File: config.mk
export PLATFORM = sky130hd
export DESIGN_NAME = p4_router_ingress_port_adapter
export DESIGN_NICKNAME = d
export VERILOG_FILES = /design/src/rtl/p4_router_ingress_port_adapter.sv
export SDC_FILE = /design/constraint.sdc
export NUM_CORES = 2
export LEC_CHECK = 0
export ABC_AREA = 1
export CORE_AREA = 2 2 298 300
export DETAILED_ROUTE_END_ITERATION = 10
export DIE_AREA = 0 0 300 302
export GPL_TIMING_DRIVEN = 0
export PLACE_DENSITY_LB_ADDON = 0.12
export SLEW_MARGIN = 20
export SYNTH_ARGS = -nofsm -noshare
export SYNTH_HDL_FRONTEND = slang
export SYNTH_SLANG_ARGS = --single-unit
File: constraint.sdc
create_clock -name clk -period 8.8 [get_ports clk]
set_input_delay 0.88 -clock clk [delete_from_list [all_inputs] [get_ports clk]]
set_output_delay 0.88 -clock clk [all_outputs]
set_load 0.01 [all_outputs]
File: src/rtl/p4_router_ingress_port_adapter.sv
// rtl/p4_router_ingress_port_adapter.sv - per-port AXIS upsizer with max-length truncation and framing checks
// Optional runt padding to MIN_PKT_BYTES is enabled by defining P4_ING_ADAPT_RUNT_PAD_EN.
module p4_router_ingress_port_adapter #(
  parameter int IN_BYTES      = 8,
  parameter int OUT_BYTES     = 64,
  parameter int MAX_PKT_BYTES = 9600,
  parameter int MIN_PKT_BYTES = 64
) (
  input  logic                   clk,
  input  logic                   aresetn,
  input  logic                   s_tvalid,
  output logic                   s_tready,
  input  logic [8*IN_BYTES-1:0]  s_tdata,
  input  logic [IN_BYTES-1:0]    s_tkeep,
  input  logic                   s_tlast,
  output logic                   m_tvalid,
  input  logic                   m_tready,
  output logic [8*OUT_BYTES-1:0] m_tdata,
  output logic [OUT_BYTES-1:0]   m_tkeep,
  output logic                   m_tlast,
  output logic                   oversize_err,
  output logic                   framing_err
);

  localparam int R   = OUT_BYTES / IN_BYTES;
  localparam int IW  = (R > 1) ? $clog2(R) : 1;
  localparam int CW  = $clog2(MAX_PKT_BYTES + 1);
  localparam int PCW = $clog2(IN_BYTES + 1);
  localparam int LW  = 8 * IN_BYTES;
  localparam logic [CW:0] MAX_C = (CW+1)'(MAX_PKT_BYTES);

  if (IN_BYTES < 1 || (IN_BYTES & (IN_BYTES - 1)) != 0) begin : g_chk_in
    $error("IN_BYTES must be a power of 2");
  end
  if (OUT_BYTES < IN_BYTES || (OUT_BYTES % IN_BYTES) != 0) begin : g_chk_out
    $error("OUT_BYTES must be a multiple of IN_BYTES");
  end
  if (MAX_PKT_BYTES < OUT_BYTES) begin : g_chk_max
    $error("MAX_PKT_BYTES must be >= OUT_BYTES");
  end
  if (MIN_PKT_BYTES < 1 || MIN_PKT_BYTES > MAX_PKT_BYTES) begin : g_chk_min
    $error("MIN_PKT_BYTES must lie in 1..MAX_PKT_BYTES");
  end

  typedef enum logic [1:0] {
    PACK,
    DISCARD
`ifdef P4_ING_ADAPT_RUNT_PAD_EN
    , PAD
`endif
  } state_t;

  function automatic logic [PCW-1:0] popcount(input logic [IN_BYTES-1:0] k);
    logic [PCW-1:0] c;
    c = '0;
    for (int i = 0; i < IN_BYTES; i++) c = c + PCW'(k[i]);
    return c;
  endfunction

  function automatic logic [IN_BYTES-1:0] lane_mask(input logic [PCW-1:0] n);
    logic [IN_BYTES-1:0] m;
    for (int i = 0; i < IN_BYTES; i++) m[i] = (i < int'(n));
    return m;
  endfunction

  state_t                     state;
  logic [IW-1:0]              idx;
  logic [CW-1:0]              count;
  logic [R-1:0][LW-1:0]       acc_data;
  logic [R-1:0][IN_BYTES-1:0] acc_keep;

  logic                       accept, pack_beat, over, complete, bad_keep;
  logic [PCW-1:0]             pc, n_bytes;
  logic [CW:0]                sum, room;
  logic [IN_BYTES-1:0]        beat_keep;
  logic [LW-1:0]              beat_data;
  logic [R-1:0][LW-1:0]       w_data;
  logic [R-1:0][IN_BYTES-1:0] w_keep;

`ifdef P4_ING_ADAPT_RUNT_PAD_EN
  localparam logic [CW:0] MIN_C = (CW+1)'(MIN_PKT_BYTES);
  localparam logic [CW:0] OUT_C = (CW+1)'(OUT_BYTES);

  function automatic logic [OUT_BYTES-1:0] word_mask(input logic [CW:0] n);
    logic [OUT_BYTES-1:0] m;
    for (int i = 0; i < OUT_BYTES; i++) m[i] = (i < int'(n));
    return m;
  endfunction

  logic [CW-1:0] word_base;
  logic [CW-1:0] pad_left;
  logic          runt;
  logic [CW:0]   head;

  // head: bytes still owed to reach the minimum, counted from the start of the current word
  assign runt = s_tlast & ~over & (sum < MIN_C);
  assign head = MIN_C - {1'b0, word_base};
  assign s_tready = (state == DISCARD) | ((state == PACK) & (~m_tvalid | m_tready));
`else
  assign s_tready = (state == DISCARD) | ~m_tvalid | m_tready;
`endif

  assign accept    = s_tvalid & s_tready;
  assign pack_beat = accept & (state == PACK);
  assign pc        = popcount(s_tkeep);
  assign sum       = {1'b0, count} + (CW+1)'(pc);
  assign room      = MAX_C - {1'b0, count};
  // A last beat that lands exactly on the limit is legal; anything beyond is trimmed.
  assign over      = s_tlast ? (sum > MAX_C) : (sum >= MAX_C);
  assign n_bytes   = over ? PCW'(room) : pc;
  assign beat_keep = lane_mask(n_bytes);
  assign complete  = pack_beat & ((idx == IW'(R - 1)) | s_tlast | over);
  assign bad_keep  = (s_tkeep == '0) | (~s_tlast & (s_tkeep != '1));

  always_comb begin
    beat_data = '0;
    for (int b = 0; b < IN_BYTES; b++)
      beat_data[8*b +: 8] = beat_keep[b] ? s_tdata[8*b +: 8] : 8'h00;
    w_data      = acc_data;
    w_keep      = acc_keep;
    w_data[idx] = beat_data;
    w_keep[idx] = beat_keep;
  end

  always_ff @(posedge clk or negedge aresetn) begin
    if (!aresetn) begin
      state        <= PACK;
      idx          <= '0;
      count        <= '0;
      acc_data     <= '0;
      acc_keep     <= '0;
      m_tvalid     <= 1'b0;
      m_tdata      <= '0;
      m_tkeep      <= '0;
      m_tlast      <= 1'b0;
      oversize_err <= 1'b0;
      framing_err  <= 1'b0;
`ifdef P4_ING_ADAPT_RUNT_PAD_EN
      word_base    <= '0;
      pad_left     <= '0;
`endif
    end else begin
      oversize_err <= pack_beat & over;
      framing_err  <= accept & bad_keep;
      if (m_tvalid & m_tready) m_tvalid <= 1'b0;
      case (state)
        PACK: if (pack_beat) begin
          count <= (s_tlast | over) ? '0 : sum[CW-1:0];
          if (complete) begin
            m_tvalid <= 1'b1;
            m_tdata  <= w_data;
            m_tkeep  <= w_keep;
            m_tlast  <= s_tlast | over;
            acc_data <= '0;
            acc_keep <= '0;
            idx      <= '0;
          end else begin
            acc_data[idx] <= beat_data;
            acc_keep[idx] <= beat_keep;
            idx           <= idx + IW'(1);
          end
          if (over & ~s_tlast) state <= DISCARD;
`ifdef P4_ING_ADAPT_RUNT_PAD_EN
          if (complete) word_base <= (s_tlast | over) ? '0 : sum[CW-1:0];
          if (runt) begin
            if (head > OUT_C) begin
              m_tkeep  <= '1;
              m_tlast  <= 1'b0;
              pad_left <= CW'(head - OUT_C);
              state    <= PAD;
            end else begin
              m_tkeep  <= word_mask(head);
            end
          end
`endif
        end
        DISCARD: if (accept & s_tlast) begin
          state <= PACK;
          idx   <= '0;
          count <= '0;
        end
`ifdef P4_ING_ADAPT_RUNT_PAD_EN
        PAD: if (~m_tvalid | m_tready) begin
          m_tvalid <= 1'b1;
          m_tdata  <= '0;
          if ({1'b0, pad_left} > OUT_C) begin
            m_tkeep  <= '1;
            m_tlast  <= 1'b0;
            pad_left <= pad_left - OUT_C[CW-1:0];
          end else begin
            m_tkeep  <= word_mask({1'b0, pad_left});
            m_tlast  <= 1'b1;
            pad_left <= '0;
            state    <= PACK;
          end
        end
`endif
        default: state <= PACK;
      endcase
    end
  end

endmodule

==> reports/metrics.yaml <==
status: "finished, final reports clean"
grtUsageTotal_pct: 43.15
post-route-period-util_pct: 86.31
required_ns: 9.44
io_pins: 658
start_kind: "input pin"
p_int_w: 0.01145
placed_cell_area_um2: 59940
routed_wl_um: 197200
yosysMostFrequentCell: "nand2_1"
fp.dieH_um: 302
dieArea_um2: 90600
p_comb_share_pct: 33.4
cp-end-kind: "flip-flop"
overflow: 0
power.share.clock_pct: 27.5
slew_headroom_pct: 16.93
die-width_um: 300
finalSetupTns_ns: 0
critPathKind: "input pin to flip-flop"
cts_root_buf: "clkbuf_16"
worst_pin_slew_ns: 1.246
total_power_w: 0.01844
grt_start_max_net_pins: 142
port-buffer-count: 617
final_layout_size_suffix_gt1_share_pct: 6.228
grt_antenna_before_repair: 12
p_leak_nw: 33.85
layout_setup_ws_ns: 1.205
worst-r2r-setup-slack_ns: 3.78
ant_nets: 0
core_area_um2: 87560
yosysWarnings: 0
finalHoldViolCount: 0
drcViolationCount: 0
finalCriticalPeriod_ns: 7.595
syn_nets: 6708
p_seq_share_pct: 39.1
synth_largest_area_cell: "dfrtp_1"
r2r-start: "count[0]"
cts_made_buffers: 120
place_hpwl_um: 142700
grt_setup_unrepaired: "no"
grt_first_pass_wirelength_um: 291900
yosys-top-cells-area: "dfrtp_1 (57%), nand2_1 (28%), nand3_1 (3.9%), o21ai_0 (3.7%), clkbuf_1 (1.8%)"
design_area_um2: 63800
r2r-end: "m_tdata[247]"
power_density_nw_per_um2: 289.1
cts_setup_buffers: 0
cp.arrival_ns: 8.23
drt-initial-drc-count: 7052
cts_tree: "yes"
clk_pin_slew_ns: 0.06
max_freq_mhz: 131.7
synthTopCellsByCount: "nand2_1 (3861), dfrtp_1 (1174), nand3_1 (401)"
r2r_cells: 18
cts_hold_buffers: 0
synthFlopType: "dfrtp_1"
syn-cell-area_um2: 51960
synth_edf_count: 0
clk_path_buf_depth: 3
peakVddDrop_uv: 223.7
synth_cells: 6614
cts_resized: 0
firstDrtPassIters: 9
multi_input_area_um2: 20140
row_count: 109
async_reset_ff_share_pct: 100.0
p_switching_w: 0.006993
synthDistinctLibCells: 43
swShare_pct: 37.92
clk_latency_ns: 0.72
layout.area.seq_um2: 29380
ys_seq_elements: 1174
clock_sinks: 1174
htree_levels: 3
setup_violations: 0
wl_per_cell_um: 22.84
syn_avg_cell_area_um2: 7.857
fill_cells: 6804
seq_area_frac_synth_pct: 56.53
cp_max_fo: 10
vias_per_cell: 5.847
finClkSkew_ns: 0.02631
synth_top_area_share_pct: 56.53
hold_path.class: "input pin to async pin"
initial_core_util_pct: 59.35
nets: 7462
max_cap_viol_count: 0
final_max_slew_viol_count: 0
area_growth_pct: 22.77
routabilityCongestion: 0.9626
vias: 50487
grt_pass1_vias: 48030
preCtsSetupSlack_ns: 0.5995
power groups by stage:
| stage | combinational, W | sequential, W | clock (W) |
|---|---|---|---|
| 5_1_grt | 0.00656 | 0.00727 | 0.00526 |
| 4_1_cts | 0.00602 | 0.00717 | 0.00503 |
| 2_1_floorplan | 0.00274 | 0.00728 | 0 |
| 3_5_place_dp | 0.00597 | 0.00723 | 0 |
| 3_3_place_gp | 0.00582 | 0.00729 | 0 |
| 6_report | 0.00616 | 0.00721 | 0.00507 |
worst max-delay path, cell delays in order:
cell,delay (ns)
clkdlybuf4s50_1,0.47
fa_1,0.56
inv_1,0.06
fa_1,0.45
fa_1,0.50
inv_1,0.05
ha_1,0.21
fa_1,0.45
xnor2_1,0.18
inv_1,0.14
ha_1,0.41
nand3_1,0.14
nand2_2,0.21
nand2_2,0.09
nor2_1,0.09
nand2_1,0.05
nand2_1,0.11
nand3_1,0.13
nand2_1,0.09
nand2_1,0.06
nand2_2,0.16
nor2_4,0.08
a21oi_4,0.26
buf_2,0.55
buf_2,0.60
buf_1,0.67
nand2_1,0.42
nand2_1,0.14
flip-flops by register name (all words and copies together) (netlist names):
signal and flops:
acc_data 512, m_tdata 512, acc_keep 64, m_tkeep 64
count 14, idx 3, framing_err 1, m_tlast 1
m_tvalid 1, oversize_err 1, state 1
per-layer routing:
layer	wire [um]	vias to the layer above	global-route usage, %
met5	143	-	0
li1	-	22130	-
met1	72840	24243	57.10
met3	25010	717	12.15
met2	84470	3376	63.31
met4	14770	21	27.07
how the worst max path moves through the flow:
stage | end | slack (ns) | from | cells past startpoint
after floorplan | m_tdata[32] | 3.23 | s_tkeep[0] | 31
after global placement | m_tdata[144] | -46.53 | aresetn | 1
after detailed placement | m_tdata[247] | 0.60 | s_tkeep[0] | 28
after CTS | m_tdata[247] | 1.31 | s_tkeep[0] | 28
after global routing | m_tdata[247] | 0.99 | s_tkeep[0] | 28
final | m_tdata[247] | 1.21 | s_tkeep[0] | 28
area by class of cell:
type	count	area share [%]
timing repair buffer	632	10.15
buffer	456	3.369
clock inverter	26	0.3236
sequential	1174	46.05
clock buffer	194	5.709
inverter	89	0.5237
tap	1165	2.285
antenna	3	0.01177
multi-input combinational	4895	31.57
layout by cell type, fill, tap and decap left out, types with 9 or more instances in the layout:
cell type,instances
nor2_1,23
nand2_1,3861
clkinv_2,19
ha_1,12
buf_1,19
clkbuf_1,279
clkdlybuf4s50_1,616
clkbuf_8,34
or2_2,27
nand2_2,11
buf_16,9
buf_6,16
dfrtp_1,1174
buf_2,123
o22ai_1,21
a22o_1,16
buf_4,48
clkbuf_2,17
inv_1,82
o21ai_0,384
nand3_1,401
clkbuf_16,121
o21ai_1,79
cell families (layout without fill, tap and decap cells):
group,Yosys count,count (layout),share of synthesized area (%)
AND/OR/NAND/NOR,4359,4359,32.96
flip-flops,1174,1174,56.53
buffers and inverters,545,1397,4.770
AO/OA/AOI/OAI,516,516,5.201
adder cells (fa/ha/maj),17,17,0.4816
XOR/XNOR,3,3,0.05057
other,0,3,0
metrics by stage:
| step | utilization (%) | std cells | hold WS [ns] |
|---|---|---|---|
| 2_1_floorplan | - | 6614 | 0.4417 |
| 3_3_place_gp | 68.07 | 8396 | 0.4536 |
| 3_5_place_dp | 68.46 | 8411 | 0.4642 |
| 4_1_cts | 72.85 | 8631 | 0.1823 |
| 5_1_grt | 72.86 | 8633 | 0.2223 |
| 6_report | 72.86 | 8634 | 0.1554 |
Note: power is estimated with default switching activity, not from simulation.
